**config.mk**
```make
export PLATFORM = sky130hd
export DESIGN_NAME = uart_tx_frame_flat
export DESIGN_NICKNAME = d
export VERILOG_FILES = /design/src/rtl/uart_tx_frame_if.sv /design/src/rtl/uart_tx_frame.sv /design/src/flat_wrapper.sv
export SDC_FILE = /design/constraint.sdc
export NUM_CORES = 1
export LEC_CHECK = 0
export CORE_ASPECT_RATIO = 0.7
export CORE_MARGIN = 1.5
export CORE_UTILIZATION = 40
export DETAILED_ROUTE_END_ITERATION = 10
export DONT_BUFFER_PORTS = 1
export PLACE_DENSITY_LB_ADDON = 0.12
export SYNTH_ARGS = -nofsm -noshare
export SYNTH_HDL_FRONTEND = slang
export SYNTH_SLANG_ARGS = --single-unit
```
**constraint.sdc**
```tcl
create_clock -name i_clk -period 5.6 [get_ports i_clk]
set_clock_uncertainty 0.2 [all_clocks]
set_input_delay 0.56 -clock i_clk [delete_from_list [all_inputs] [get_ports i_clk]]
set_output_delay 0.56 -clock i_clk [all_outputs]
set_load 0.02 [all_outputs]
```
**src/rtl/uart_tx_frame_if.sv**
```systemverilog
// Load/commit handshake between a byte producer and uart_tx_frame.
// The producer drives data, valid and send; the transmitter returns ready.
interface uart_tx_frame_if #(
    parameter int unsigned N_DATA_BITS = 8
);
    logic [N_DATA_BITS-1:0] i_data;
    logic                   i_data_valid;
    logic                   o_data_ready;
    logic                   i_send;

    modport master (
        output i_data,
        output i_data_valid,
        output i_send,
        input  o_data_ready
    );

    modport slave (
        input  i_data,
        input  i_data_valid,
        input  i_send,
        output o_data_ready
    );
endinterface

```
**src/rtl/uart_tx_frame.sv**
```systemverilog
// Buffered UART frame transmitter: load up to DEPTH bytes, commit, serialise on o_tx.
// Define UART_TX_CHECKSUM_EN to append the modulo-2^N byte sum as a trailing character.
module uart_tx_frame #(
    parameter int unsigned N_DATA_BITS = 8,
    parameter int unsigned DEPTH       = 16
) (
    input  logic                   i_clk,
    input  logic                   i_reset_n,
    input  logic                   i_en,
    uart_tx_frame_if.slave         bus,
    output logic                   o_busy,
    output logic                   o_tx,
    output logic [$clog2(DEPTH):0] o_count,
    output logic [N_DATA_BITS-1:0] o_checksum
);
    localparam int unsigned AW = $clog2(DEPTH);
    localparam int unsigned CW = AW + 1;
    localparam int unsigned BW = (N_DATA_BITS > 1) ? $clog2(N_DATA_BITS) : 1;

`ifdef UART_TX_CHECKSUM_EN
    typedef enum logic [2:0] {ST_IDLE, ST_START, ST_DATA, ST_STOP, ST_CSUM_SEL} state_t;
`else
    typedef enum logic [1:0] {ST_IDLE, ST_START, ST_DATA, ST_STOP} state_t;
`endif

    state_t                 r_state, w_state_nxt;
    logic                   r_tx, w_tx_nxt;
    logic                   r_busy, w_busy_nxt;
    logic                   r_ready, w_ready_nxt;
    logic [CW-1:0]          r_count, w_count_nxt;
    logic [N_DATA_BITS-1:0] r_checksum, w_sum_nxt;
    logic [CW-1:0]          r_rd_idx, w_rd_nxt;
    logic [BW-1:0]          r_bit, w_bit_nxt;
    logic [N_DATA_BITS-1:0] r_shift, w_shift_nxt;
    logic                   w_load;
    logic                   w_more;
    logic [N_DATA_BITS-1:0] r_mem [DEPTH];
`ifdef UART_TX_CHECKSUM_EN
    logic                   r_csum_done, w_csum_done_nxt;
`endif

    // STOP doubles as the "line high, next strobe may start a character" state,
    // so a fresh commit enters STOP and the first strobe drives the start bit.
    always_comb begin
        w_state_nxt = r_state;
        w_tx_nxt    = r_tx;
        w_count_nxt = r_count;
        w_sum_nxt   = r_checksum;
        w_rd_nxt    = r_rd_idx;
        w_bit_nxt   = r_bit;
        w_shift_nxt = r_shift;
        w_load      = 1'b0;
        w_more      = (r_rd_idx != r_count);
`ifdef UART_TX_CHECKSUM_EN
        w_csum_done_nxt = r_csum_done;
`endif
        case (r_state)
            ST_IDLE: begin
                w_load = bus.i_data_valid && r_ready;
                if (w_load) begin
                    w_count_nxt = r_count + CW'(1);
                    w_sum_nxt   = r_checksum + bus.i_data;
                end
                if (bus.i_send && ((r_count != '0) || w_load)) begin
                    w_state_nxt = ST_STOP;
                    w_rd_nxt    = '0;
`ifdef UART_TX_CHECKSUM_EN
                    w_csum_done_nxt = 1'b0;
`endif
                end
            end
            ST_STOP: if (i_en) begin
                if (w_more) begin
                    w_shift_nxt = r_mem[r_rd_idx[AW-1:0]];
                    w_rd_nxt    = r_rd_idx + CW'(1);
                    w_tx_nxt    = 1'b0;
                    w_state_nxt = ST_START;
                end else begin
                    w_tx_nxt    = 1'b1;
                    w_count_nxt = '0;
                    w_sum_nxt   = '0;
                    w_state_nxt = ST_IDLE;
                end
            end
            ST_START: if (i_en) begin
                w_tx_nxt    = r_shift[0];
                w_shift_nxt = {1'b0, r_shift[N_DATA_BITS-1:1]};
                w_bit_nxt   = '0;
                w_state_nxt = ST_DATA;
            end
            ST_DATA: if (i_en) begin
                if (r_bit == BW'(N_DATA_BITS - 1)) begin
                    w_tx_nxt    = 1'b1;
                    w_state_nxt = ST_STOP;
`ifdef UART_TX_CHECKSUM_EN
                    if (!w_more && !r_csum_done) w_state_nxt = ST_CSUM_SEL;
`endif
                end else begin
                    w_tx_nxt    = r_shift[0];
                    w_shift_nxt = {1'b0, r_shift[N_DATA_BITS-1:1]};
                    w_bit_nxt   = r_bit + BW'(1);
                end
            end
`ifdef UART_TX_CHECKSUM_EN
            // Stop bit of the last buffered byte; next strobe starts the checksum character.
            ST_CSUM_SEL: if (i_en) begin
                w_shift_nxt     = r_checksum;
                w_tx_nxt        = 1'b0;
                w_csum_done_nxt = 1'b1;
                w_state_nxt     = ST_START;
            end
`endif
            default: w_state_nxt = ST_IDLE;
        endcase
        w_busy_nxt  = (w_state_nxt != ST_IDLE);
        w_ready_nxt = (w_state_nxt == ST_IDLE) && (w_count_nxt < CW'(DEPTH));
    end

    always_ff @(posedge i_clk or negedge i_reset_n) begin
        if (!i_reset_n) begin
            r_state    <= ST_IDLE;
            r_tx       <= 1'b1;
            r_busy     <= 1'b0;
            r_ready    <= 1'b1;
            r_count    <= '0;
            r_checksum <= '0;
            r_rd_idx   <= '0;
            r_bit      <= '0;
            r_shift    <= '0;
`ifdef UART_TX_CHECKSUM_EN
            r_csum_done <= 1'b0;
`endif
        end else begin
            r_state    <= w_state_nxt;
            r_tx       <= w_tx_nxt;
            r_busy     <= w_busy_nxt;
            r_ready    <= w_ready_nxt;
            r_count    <= w_count_nxt;
            r_checksum <= w_sum_nxt;
            r_rd_idx   <= w_rd_nxt;
            r_bit      <= w_bit_nxt;
            r_shift    <= w_shift_nxt;
`ifdef UART_TX_CHECKSUM_EN
            r_csum_done <= w_csum_done_nxt;
`endif
        end
    end

    // Frame buffer; contents are don't-care until written, so no reset.
    always_ff @(posedge i_clk) begin
        if (w_load) r_mem[r_count[AW-1:0]] <= bus.i_data;
    end

    assign bus.o_data_ready = r_ready;
    assign o_busy           = r_busy;
    assign o_tx             = r_tx;
    assign o_count          = r_count;
    assign o_checksum       = r_checksum;
endmodule

```
**src/flat_wrapper.sv**
```systemverilog
// flat-port wrapper written by rule: the top's interface ports become plain ports
module uart_tx_frame_flat 
#(
    parameter int unsigned N_DATA_BITS = 8,
    parameter int unsigned DEPTH       = 16
)
  (i_clk, i_reset_n, i_en, o_busy, o_tx, o_count, o_checksum, bus_i_data, bus_i_data_valid, bus_i_send, bus_o_data_ready);
  uart_tx_frame_if #(.N_DATA_BITS(N_DATA_BITS)) bus_i ();
  input  logic i_clk;
  input  logic i_reset_n;
  input  logic i_en;
  output logic o_busy;
  output logic o_tx;
  output logic [$clog2(DEPTH):0] o_count;
  output logic [N_DATA_BITS-1:0] o_checksum;
  input wire logic [$bits(bus_i.i_data)-1:0] bus_i_data;
  input wire logic [$bits(bus_i.i_data_valid)-1:0] bus_i_data_valid;
  input wire logic [$bits(bus_i.i_send)-1:0] bus_i_send;
  output wire logic [$bits(bus_i.o_data_ready)-1:0] bus_o_data_ready;
  assign bus_i.i_data = bus_i_data;
  assign bus_i.i_data_valid = bus_i_data_valid;
  assign bus_i.i_send = bus_i_send;
  assign bus_o_data_ready = bus_i.o_data_ready;
  uart_tx_frame #(.N_DATA_BITS(N_DATA_BITS), .DEPTH(DEPTH)) u_core (.i_clk(i_clk), .i_reset_n(i_reset_n), .i_en(i_en), .bus(bus_i), .o_busy(o_busy), .o_tx(o_tx), .o_count(o_count), .o_checksum(o_checksum));
endmodule
```
==> impl_metrics.tcl <==
set metrics [dict create \
    status "complete, no violations" \
    nets 483 \
    final_core_utilization_pct 45.7 \
    seq_area_mm2 0.00470 \
    final_common_cell "edfxtp_1" \
    cp_max_fo 23 \
    dr_wl_met2_um 6860 \
    whs_path_depth 0 \
    syn_area_mm2 0.00717 \
    grt_pass1_vias 4042 \
    critPathRequiredTime_ns 5.74 \
    num_vias 3938 \
    synthCells 451 \
    dieArea_mm2 0.0188 \
    synth-seq-area-share_pct 65.5 \
    multi_input_area_mm2 0.00231 \
    drtAntennaViolNets 0 \
    hp-start "bus_i_data[7]" \
    fin_crit_sh_pct 56.0 \
    grt_overflow 0 \
    diodes 0 \
    num-fill-cells 1504 \
    async_flop_share_pct 21.0 \
    antenna_found_initial 0 \
    via_per_inst 5.67 \
    routedWlPerCell_um 23.0 \
    start_util_pct 41.3 \
    tns_ns 0 \
    place_congestion 0.818 \
    place_hpwl_um 10600 \
    firstDrtPassIters 4 \
    p_seq_share_pct 44.0 \
    swShare_pct 32.3 \
    gr-usage-all-layers_pct 18.7 \
    r2r-start "u_core.r_state[0]$_DFF_PN0_" \
    yosysWarnings 0 \
    p_sw_mw 1.14 \
    io_pins 29 \
    grt_max_degree 36 \
    worstSetupStartpoint "u_core.r_state[0]$_DFF_PN0_" \
    wirelength_um 16000 \
    leakagePower_nw 2.75 \
    final_cell_mix "128 x edfxtp_1, 31 x mux4_2, 31 x dfrtp_1, 29 x nand2_1, 27 x nor2_1" \
    syn_area_per_cell_um2 15.9 \
    placementRows 40 \
    end_kind "flop" \
    layout-drive-gt1-share_pct 18.8 \
    relSlewSlack_pct 20.1 \
    met3WireLength_um 720 \
    setup_viol 0 \
    r2r-end "u_core.o_checksum[7]$_DFFE_PN0P_" \
    crit_arrival_ns 3.27 \
    cellPowerDensity_mw_per_mm2 445 \
    ir_worst_vdd_mv 0.236 \
    cts_root_buf "clkbuf_16" \
    coreArea_mm2 0.0174 \
    maxCapViolCount 0 \
    min_period_ns 3.13 \
    pwr-share-clk_pct 31.1 \
    clk_transition_reported_paths_ns 0.07 \
    hold_violations 0 \
    clock.fmax_mhz 319 \
    ys_types 56 \
    clockBufferDepth 2 \
    worst_pin_slew_ns 1.19 \
    cts_made_buffers 17 \
    ff2ff_path_depth 6 \
    synth_nets 483 \
    drtIter0Drc 339 \
    cts_tree "built" \
    top_layer "met4" \
    area_growth_pct 10.6 \
    portBuffers 0 \
    min_path_type "in2reg" \
    clkLatencyLatePin_ns 0.42 \
    comb_power_share_pct 24.8 \
    remaining_drc_errors 0 \
    m1WireLength_um 8190 \
    power.internal_mw 2.39 \
    die_y_um 115 \
    clkSinkCount 162 \
    yosys_most_used_dff "edfxtp_1" \
    final_max_slew_viol_count 0 \
    grt_pass1_wl_um 25000 \
    grt_setup_unrepaired "false" \
    crit_type "reg2reg" \
    synth-edff-count 128 \
    start_kind "flop" \
    h-tree-depth 4 \
    ys_seq_elements 162 \
    min_to "u_core.r_mem[4][7]$_DFFE_PP_" \
    dieWidth_um 163 \
    rrSetupSlack_ns 2.47 \
]
repair_timing:
action | 4_1_cts | 5_1_grt
hold endpoints to repair | 34 | 0
hold buffers | 2 | 0
buffers inserted | 0 | 0
resized for setup | 0 | 0
critical path, stage by stage, from the launching register on:
cell and delay, ns:
dfrtp_1 0.42, inv_1 0.10, ha_1 0.60, nor3_1 0.84, a21oi_2 0.33, or3_1 0.39, o211ai_1 0.16
synthesized netlist by cell type (2+ instances only):
cell type | n | area, µm²
ha_1 | 18 | 225
o21ai_0 | 22 | 110
a22oi_1 | 2 | 15.0
o22ai_1 | 2 | 12.5
buf_4 | 2 | 15.0
nand2b_1 | 7 | 43.8
or2_2 | 2 | 12.5
a21oi_1 | 6 | 30.0
o21bai_1 | 2 | 15.0
nand4_1 | 2 | 12.5
and2_1 | 5 | 31.3
and3_1 | 12 | 75.1
mux2i_1 | 3 | 30.0
nor2_1 | 27 | 101
a31oi_1 | 3 | 18.8
xnor2_1 | 8 | 70.1
nand3_1 | 6 | 30.0
nor3_1 | 2 | 10.0
nand2_1 | 29 | 109
dfrtp_1 | 32 | 801
o211ai_1 | 6 | 45.0
a221oi_2 | 7 | 105
a21o_1 | 3 | 22.5
nor2b_1 | 4 | 25.0
edfxtp_1 | 128 | 3840
buf_2 | 6 | 30.0
o41ai_1 | 3 | 26.3
dfstp_2 | 2 | 52.6
buf_1 | 3 | 11.3
mux2_2 | 8 | 90.1
a22o_1 | 9 | 78.8
xor2_1 | 4 | 35.0
o31ai_1 | 4 | 30.0
a211oi_1 | 5 | 37.5
mux4_2 | 31 | 698
clkbuf_1 | 9 | 33.8
inv_1 | 8 | 30.0
flip-flops by register name, indices dropped and copies added (netlist names), 2 cells and up:
name               count
u_core.r_bit           3
u_core.r_state         2
u_core.r_shift         8
u_core.r_rd_idx        5
u_core.o_count         5
u_core.r_mem         128
u_core.o_checksum      8
power by group through the flow:
stage                     Clock (mW)  Sequential, mW  Combinational, mW
after floorplan                    0            1.54              0.705
after global placement             0            1.58              0.837
after detailed placement           0            1.58              0.855
after CTS                       1.12            1.55              0.870
after global routing            1.17            1.57              0.973
final                           1.10            1.55              0.876
metrics by stage:
step	cell area, µm²	total power, mW	hold WS, ns	cells	setup WS (ns)
final	7930	3.53	0.0269	695	2.47
after global routing	7930	3.71	0.00682	695	2.26
after floorplan	7170	2.24	0.0644	451	3.24
after global placement	7340	2.41	0.0652	661	2.53
after CTS	7930	3.54	0.0139	695	2.47
after detailed placement	7340	2.44	0.0652	661	2.47
how the worst max path moves through the flow:
stage	cells after the start	to
after floorplan	6	u_core.r_mem[3][0]$_DFFE_PP_
after global placement	6	u_core.r_shift[3]$_DFFE_PN0P_
after detailed placement	6	u_core.r_shift[6]$_DFFE_PN0P_
after CTS	6	u_core.r_shift[3]$_DFFE_PN0P_
after global routing	6	u_core.o_checksum[7]$_DFFE_PN0P_
final	6	u_core.o_checksum[7]$_DFFE_PN0P_
final cells by class:
cell class                      count  share of cell area [%]
Sequential cell                   162                    59.2
Multi-Input combinational cell    258                    29.1
Clock buffer                       17                    5.36
Tap cell                          231                    3.64
Clock inverter                     15                    1.67
Timing Repair Buffer                4                   0.568
Inverter                            8                   0.379
layer usage:
layer | up-vias | GRT usage (%)
met5 | - | 0
met4 | 0 | 6.97
met3 | 18 | 3.79
met2 | 98 | 26.6
met1 | 2039 | 28.4
li1 | 1783 | -
cell families after synthesis:
family	after synthesis	synth area share [%]
AO/OA/AOI/OAI	84	8.86
XOR/XNOR	12	1.46
adder cells (fa/ha/maj)	19	3.42
buffers and inverters	31	2.32
flip-flops	162	65.5
multiplexers	43	11.8
AND/OR/NAND/NOR	100	6.70
Note: power is estimated with default switching activity, not from simulation.
